$ cat src/rtl/wb_timing_arbiter.sv
// Two-master Wishbone arbiter onto one shared slave, with round-robin grant,
// per-transfer latency capture and timeout error termination.
module wb_timing_arbiter #(
  parameter int unsigned TIMEOUT = 16
) (
  input  logic        wb_clk_i,
  input  logic        wb_rst_n_i,
  input  logic        m0_cyc_i,
  input  logic        m0_stb_i,
  input  logic        m0_we_i,
  input  logic [3:0]  m0_sel_i,
  input  logic [31:0] m0_adr_i,
  input  logic [31:0] m0_dat_i,
  output logic        m0_ack_o,
  output logic        m0_err_o,
  output logic [31:0] m0_dat_o,
  input  logic        m1_cyc_i,
  input  logic        m1_stb_i,
  input  logic        m1_we_i,
  input  logic [3:0]  m1_sel_i,
  input  logic [31:0] m1_adr_i,
  input  logic [31:0] m1_dat_i,
  output logic        m1_ack_o,
  output logic        m1_err_o,
  output logic [31:0] m1_dat_o,
  output logic        s_cyc_o,
  output logic        s_stb_o,
  output logic        s_we_o,
  output logic [3:0]  s_sel_o,
  output logic [31:0] s_adr_o,
  output logic [31:0] s_dat_o,
  input  logic        s_ack_i,
  input  logic [31:0] s_dat_i,
  output logic [1:0]  grant_o,
  output logic [7:0]  last_lat_o,
  output logic [7:0]  tmo_cnt_o
);

  localparam int unsigned DW = 32;
  localparam int unsigned CW = 8;

  typedef enum logic [1:0] {IDLE, XFER, RESP} state_e;

  state_e          state_q, state_d;
  logic            owner_q, owner_d;   // 0 = master 0, 1 = master 1
  logic            rr_q, rr_d;         // master favoured on a tie
  logic            err_q, err_d;
  logic [CW-1:0]   cnt_q, cnt_d;
  logic [CW-1:0]   last_lat_q, last_lat_d;
  logic [CW-1:0]   tmo_q, tmo_d;
  logic [DW-1:0]   resp_q, resp_d;

  logic            req0, req1, owner_cyc;
  logic [CW-1:0]   cnt_inc;

  assign req0      = m0_cyc_i & m0_stb_i;
  assign req1      = m1_cyc_i & m1_stb_i;
  assign owner_cyc = owner_q ? m1_cyc_i : m0_cyc_i;
  assign cnt_inc   = cnt_q + CW'(1);

  always_ff @(posedge wb_clk_i or negedge wb_rst_n_i) begin
    if (!wb_rst_n_i) begin
      state_q    <= IDLE;
      owner_q    <= 1'b0;
      rr_q       <= 1'b0;
      err_q      <= 1'b0;
      cnt_q      <= '0;
      last_lat_q <= '0;
      tmo_q      <= '0;
      resp_q     <= '0;
    end else begin
      state_q    <= state_d;
      owner_q    <= owner_d;
      rr_q       <= rr_d;
      err_q      <= err_d;
      cnt_q      <= cnt_d;
      last_lat_q <= last_lat_d;
      tmo_q      <= tmo_d;
      resp_q     <= resp_d;
    end
  end

  // Next-state: arbitration, wait counting, ack/timeout/abort resolution
  always_comb begin
    state_d    = state_q;
    owner_d    = owner_q;
    rr_d       = rr_q;
    err_d      = err_q;
    cnt_d      = cnt_q;
    last_lat_d = last_lat_q;
    tmo_d      = tmo_q;
    resp_d     = resp_q;
    case (state_q)
      IDLE: begin
        if (req0 || req1) begin
          owner_d = (req0 && req1) ? rr_q : req1;
          cnt_d   = '0;
          state_d = XFER;
        end
      end
      XFER: begin
        // Ack has priority over both abort and timeout
        if (s_ack_i) begin
          resp_d     = s_dat_i;
          err_d      = 1'b0;
          last_lat_d = cnt_inc;
          rr_d       = ~owner_q;
          state_d    = RESP;
        end else if (!owner_cyc) begin
          state_d = IDLE;
        end else if (cnt_inc == CW'(TIMEOUT)) begin
          resp_d     = '0;
          err_d      = 1'b1;
          last_lat_d = cnt_inc;
          tmo_d      = (tmo_q == '1) ? tmo_q : tmo_q + CW'(1);
          rr_d       = ~owner_q;
          state_d    = RESP;
        end else begin
          cnt_d = cnt_inc;
        end
      end
      RESP:    state_d = IDLE;
      default: state_d = IDLE;
    endcase
  end

  // Outputs decode from registered state only; slave request muxes owner inputs
  always_comb begin
    s_cyc_o  = 1'b0;
    s_stb_o  = 1'b0;
    s_we_o   = 1'b0;
    s_sel_o  = '0;
    s_adr_o  = '0;
    s_dat_o  = '0;
    grant_o  = '0;
    m0_ack_o = 1'b0;
    m0_err_o = 1'b0;
    m0_dat_o = '0;
    m1_ack_o = 1'b0;
    m1_err_o = 1'b0;
    m1_dat_o = '0;
    case (state_q)
      XFER: begin
        s_cyc_o = 1'b1;
        s_stb_o = 1'b1;
        s_we_o  = owner_q ? m1_we_i  : m0_we_i;
        s_sel_o = owner_q ? m1_sel_i : m0_sel_i;
        s_adr_o = owner_q ? m1_adr_i : m0_adr_i;
        s_dat_o = owner_q ? m1_dat_i : m0_dat_i;
        grant_o = owner_q ? 2'b10 : 2'b01;
      end
      RESP: begin
        grant_o = owner_q ? 2'b10 : 2'b01;
        if (owner_q) begin
          m1_ack_o = ~err_q;
          m1_err_o = err_q;
          m1_dat_o = resp_q;
        end else begin
          m0_ack_o = ~err_q;
          m0_err_o = err_q;
          m0_dat_o = resp_q;
        end
      end
      default: ;
    endcase
  end

  assign last_lat_o = last_lat_q;
  assign tmo_cnt_o  = tmo_q;

endmodule

$ cat config.mk
export PLATFORM = sky130hd
export DESIGN_NAME = wb_timing_arbiter
export DESIGN_NICKNAME = d
export VERILOG_FILES = /design/src/rtl/wb_timing_arbiter.sv
export SDC_FILE = /design/constraint.sdc
export NUM_CORES = 1
export LEC_CHECK = 0
export BUFFER_PORTS_ARGS = -buffer_cell sky130_fd_sc_hd__buf_2
export CORE_AREA = 2 2 131 133
export CTS_CLUSTER_SIZE = 12
export DETAILED_ROUTE_END_ITERATION = 12
export DIE_AREA = 0 0 133 135
export HOLD_SLACK_MARGIN = 0.05
export SLEW_MARGIN = 20
export SYNTH_ARGS = -nofsm -noshare
export SYNTH_HDL_FRONTEND = slang
export SYNTH_SLANG_ARGS = --single-unit
export TNS_END_PERCENT = 10
$ cat constraint.sdc
create_clock -name wb_clk_i -period 5.15 [get_ports wb_clk_i]
set_input_delay 0.2575 -clock wb_clk_i [delete_from_list [all_inputs] [get_ports wb_clk_i]]
set_output_delay 0.2575 -clock wb_clk_i [all_outputs]
set_load 0.01 [all_outputs]
==> results.json <==
{
  "dr.pass1.iters": 5,
  "whs_ns": 0.0981,
  "yosysMostFrequentCell": "nand2_1",
  "drive_gt1_share_pct": 43.4,
  "grt_max_degree": 62,
  "critical_path.top_delay_family": "simple AND/OR/NAND/NOR gates",
  "setup_tns_ns": 0,
  "worst_setup_path_end_kind": "primary output",
  "clkLatencyLatePin_ns": 0.32,
  "path_max_fanout": 35,
  "antenna_cells": 0,
  "setup_viol": 0,
  "leakage_nw": 3.84,
  "reg2regPathDepth": 9,
  "syn-num-nets": 725,
  "slew_headroom_pct": 29.3,
  "synth_seq_area_share_pct": 34.4,
  "clock_sinks": 61,
  "grt_pass1_vias": 4701,
  "avgSynthCellArea_sq_um": 8.18,
  "synth_area_sq_mm": 0.00443,
  "rsz0062_at_grt": "false",
  "drv_slew": 0,
  "track_usage_pct": 20.5,
  "post_drt_wl_per_cell_um": 17.7,
  "cts_root_buf": "clkbuf_16",
  "drtIter0Drc": 227,
  "synthTopCellsByArea": "dfrtp_1, mux2i_1, nand2_1, nor2_1, and3_1",
  "yosys-top-cells-count": "nand2_1, nor2_1, mux2i_1, dfrtp_1",
  "crit_buf_inv": 2,
  "hp-class": "input pin to asynchronous set/reset pin",
  "outcome": "completed",
  "grt_first_pass_wirelength_mm": 28.2,
  "io_buffers": 333,
  "synth_edf_count": 0,
  "p_sw_share_pct": 44.1,
  "row_count": 47,
  "drv_cap": 0,
  "worst_pin_slew_ns": 1.06,
  "cts_hold_buf": 0,
  "p_per_area_mw_per_mm2": 471,
  "p_clk_share_pct": 21.6,
  "fin_worst_skew_ns": 0.00503,
  "min_period_ns": 3.31,
  "critPathMaxStageDelay_ns": 1.00,
  "cts_tree": "yes",
  "htree_levels": 3,
  "vias_per_cell": 4.66,
  "ir_worst_vdd_v": 0.000218,
  "final.fill_count": 1709,
  "synthFlopType": "dfrtp_1",
  "hold_viol_final": 0,
  "routed_wl_mm": 19.0,
  "core_sq_mm": 0.0164,
  "yosysTopAreaCell": "dfrtp_1",
  "crit_type": "flop to primary output",
  "yosysUniqueCellTypes": 49,
  "globalplace.congestion": 0.942,
  "cp.depth": 5,
  "async_reset_ff_share_pct": 100,
  "netlist_instances": 542,
  "overflow": 0,
  "dp.final_hpwl_mm": 14.9,
  "dieArea_sq_mm": 0.0180,
  "ant_nets": 0,
  "final.setup.worst_slack_ns": 1.84,
  "power_w": 0.00309,
  "fmax_mhz": 302,
  "intPower_w": 0.00173,
  "cts_buffer_depth": 2,
  "p_switching_w": 0.00136,
  "cp-start-kind": "flop",
  "cts_resized": 0,
  "chipHeight_um": 135,
  "cts_buffers": 9,
  "crit_path_top_delay_cell": "nor2b_2",
  "grt_antenna_before_repair": 9,
  "clk_pin_slew_ns": 0.06,
  "synth_top_area_share_pct": 34.4,
  "nets": 1030,
  "seq_power_share_pct": 28.3,
  "ys_ff_latch": 61,
  "path_cells": "inv_1, ha_1, nor2b_2, and2_1, buf_2",
  "ios": 334,
  "arrival_ns": 3.05,
  "dpl_worst_slack_ns": 2.22,
  "synth_warnings": 0,
  "drcViolationCount": 0,
  "die_w_um": 133,
  "place_inst": 1056,
  "vias": 4993,
  "initial_core_util_pct": 27.0,
  "post_cts.repair.setup_buffers": 0,
  "syn_to_final_growth_pct": 48.1,
  "cp.required_ns": 4.89,
  "pwr-share-comb_pct": 50.1,
  "fin_crit_sh_pct": 64.3,
  "stdcell_count": 1072
}
through the flow:
stage               utilization [%]  instance area [sq um]
floorplan                         -                   4430
global placement               37.9                   6230
detailed placement             37.9                   6230
CTS                            40.0                   6560
global route                   40.0                   6560
finish                         40.0                   6560
sequential cells by signal (all words and copies together), names as in the netlist:
signal      cells
err_q           1
last_lat_o      8
cnt_q           8
owner_q         1
state_q         2
rr_q            1
tmo_cnt_o       8
resp_q         32
path summary, 6_finish.rpt:
path | start | endpoint | slack (ns)
min in group wb_clk_i | s_dat_i[21] | resp_q[21] | 0.14
setup / recovery | state_q[0] | m0_dat_o[8] | 1.84
hold / removal | wb_rst_n_i | last_lat_o[1] | 0.1
max in group asynchronous | wb_rst_n_i | owner_q | 4.47
setup reg to reg | state_q[1] | last_lat_o[4] | 2.14
hold reg to reg | last_lat_o[6] | last_lat_o[6] | 0.48
worst register-to-register path: stages (launching register included):
cell	delay, ns
dfrtp_1	0.41
inv_1	0.10
ha_1	0.52
inv_2	0.34
buf_4	0.41
nor2_1	0.31
and3_1	0.19
buf_4	0.34
nor3_1	0.09
a31oi_1	0.20
layer usage:
metal  GRT usage, %  up-vias  part of all wire [%]
li1               -     2448                     -
met1           27.8     2288                    45
met2           31.5      222                    44
met3           7.21       23                   9.9
met4           4.48       12                   1.1
met5              0        -                  0.40
kinds of logic (layout without fill, tap and decap cells):
group | after synthesis | after routing | share of synthesized area, %
adders and majority gates | 6 | 6 | 1.69
muxes | 73 | 73 | 16.5
buffers and inverters | 52 | 362 | 5.05
DFF | 61 | 61 | 34.4
AOI/OAI and AO/OA | 62 | 62 | 9.43
and+or+nand+nor | 275 | 275 | 30.3
xor gates and xnor gates | 13 | 13 | 2.57
power by group through the flow:
stage	clock network [W]	logic [W]	registers, W
final	0.000667	0.00155	0.000874
after global routing	0.000705	0.00171	0.000903
after CTS	0.000682	0.00157	0.000877
after detailed placement	0	0.00156	0.000879
after global placement	0	0.00154	0.000883
after floorplan	0	0.00107	0.000728
area by class of cell:
cell class                 count  area, sq um  share of cell area [%]
multi-input combinational    429         2690                    41.0
timing repair buffer         338         1700                    26.0
sequential                    61         1530                    23.3
tap                          220          275                    4.19
clock buffer                  11          253                    3.85
clock inverter                 5         81.3                    1.24
inverter                       8         30.0                   0.458
layout by cell type (no fill, tap or decap), types with 5 or more instances in the layout:
master | netlist | layout
inv_1 | 7 | 7
mux2i_1 | 72 | 72
nand4_1 | 5 | 5
o21ai_1 | 39 | 39
clkbuf_16 | 0 | 9
and3_1 | 39 | 39
and2_1 | 34 | 34
buf_2 | 7 | 333
nand3_1 | 12 | 12
ha_1 | 6 | 6
nor2_1 | 76 | 75
nand2_1 | 88 | 87
xnor2_1 | 10 | 10
dfrtp_1 | 61 | 60
buf_4 | 3 | 5
(Power assumes the default switching activity.)
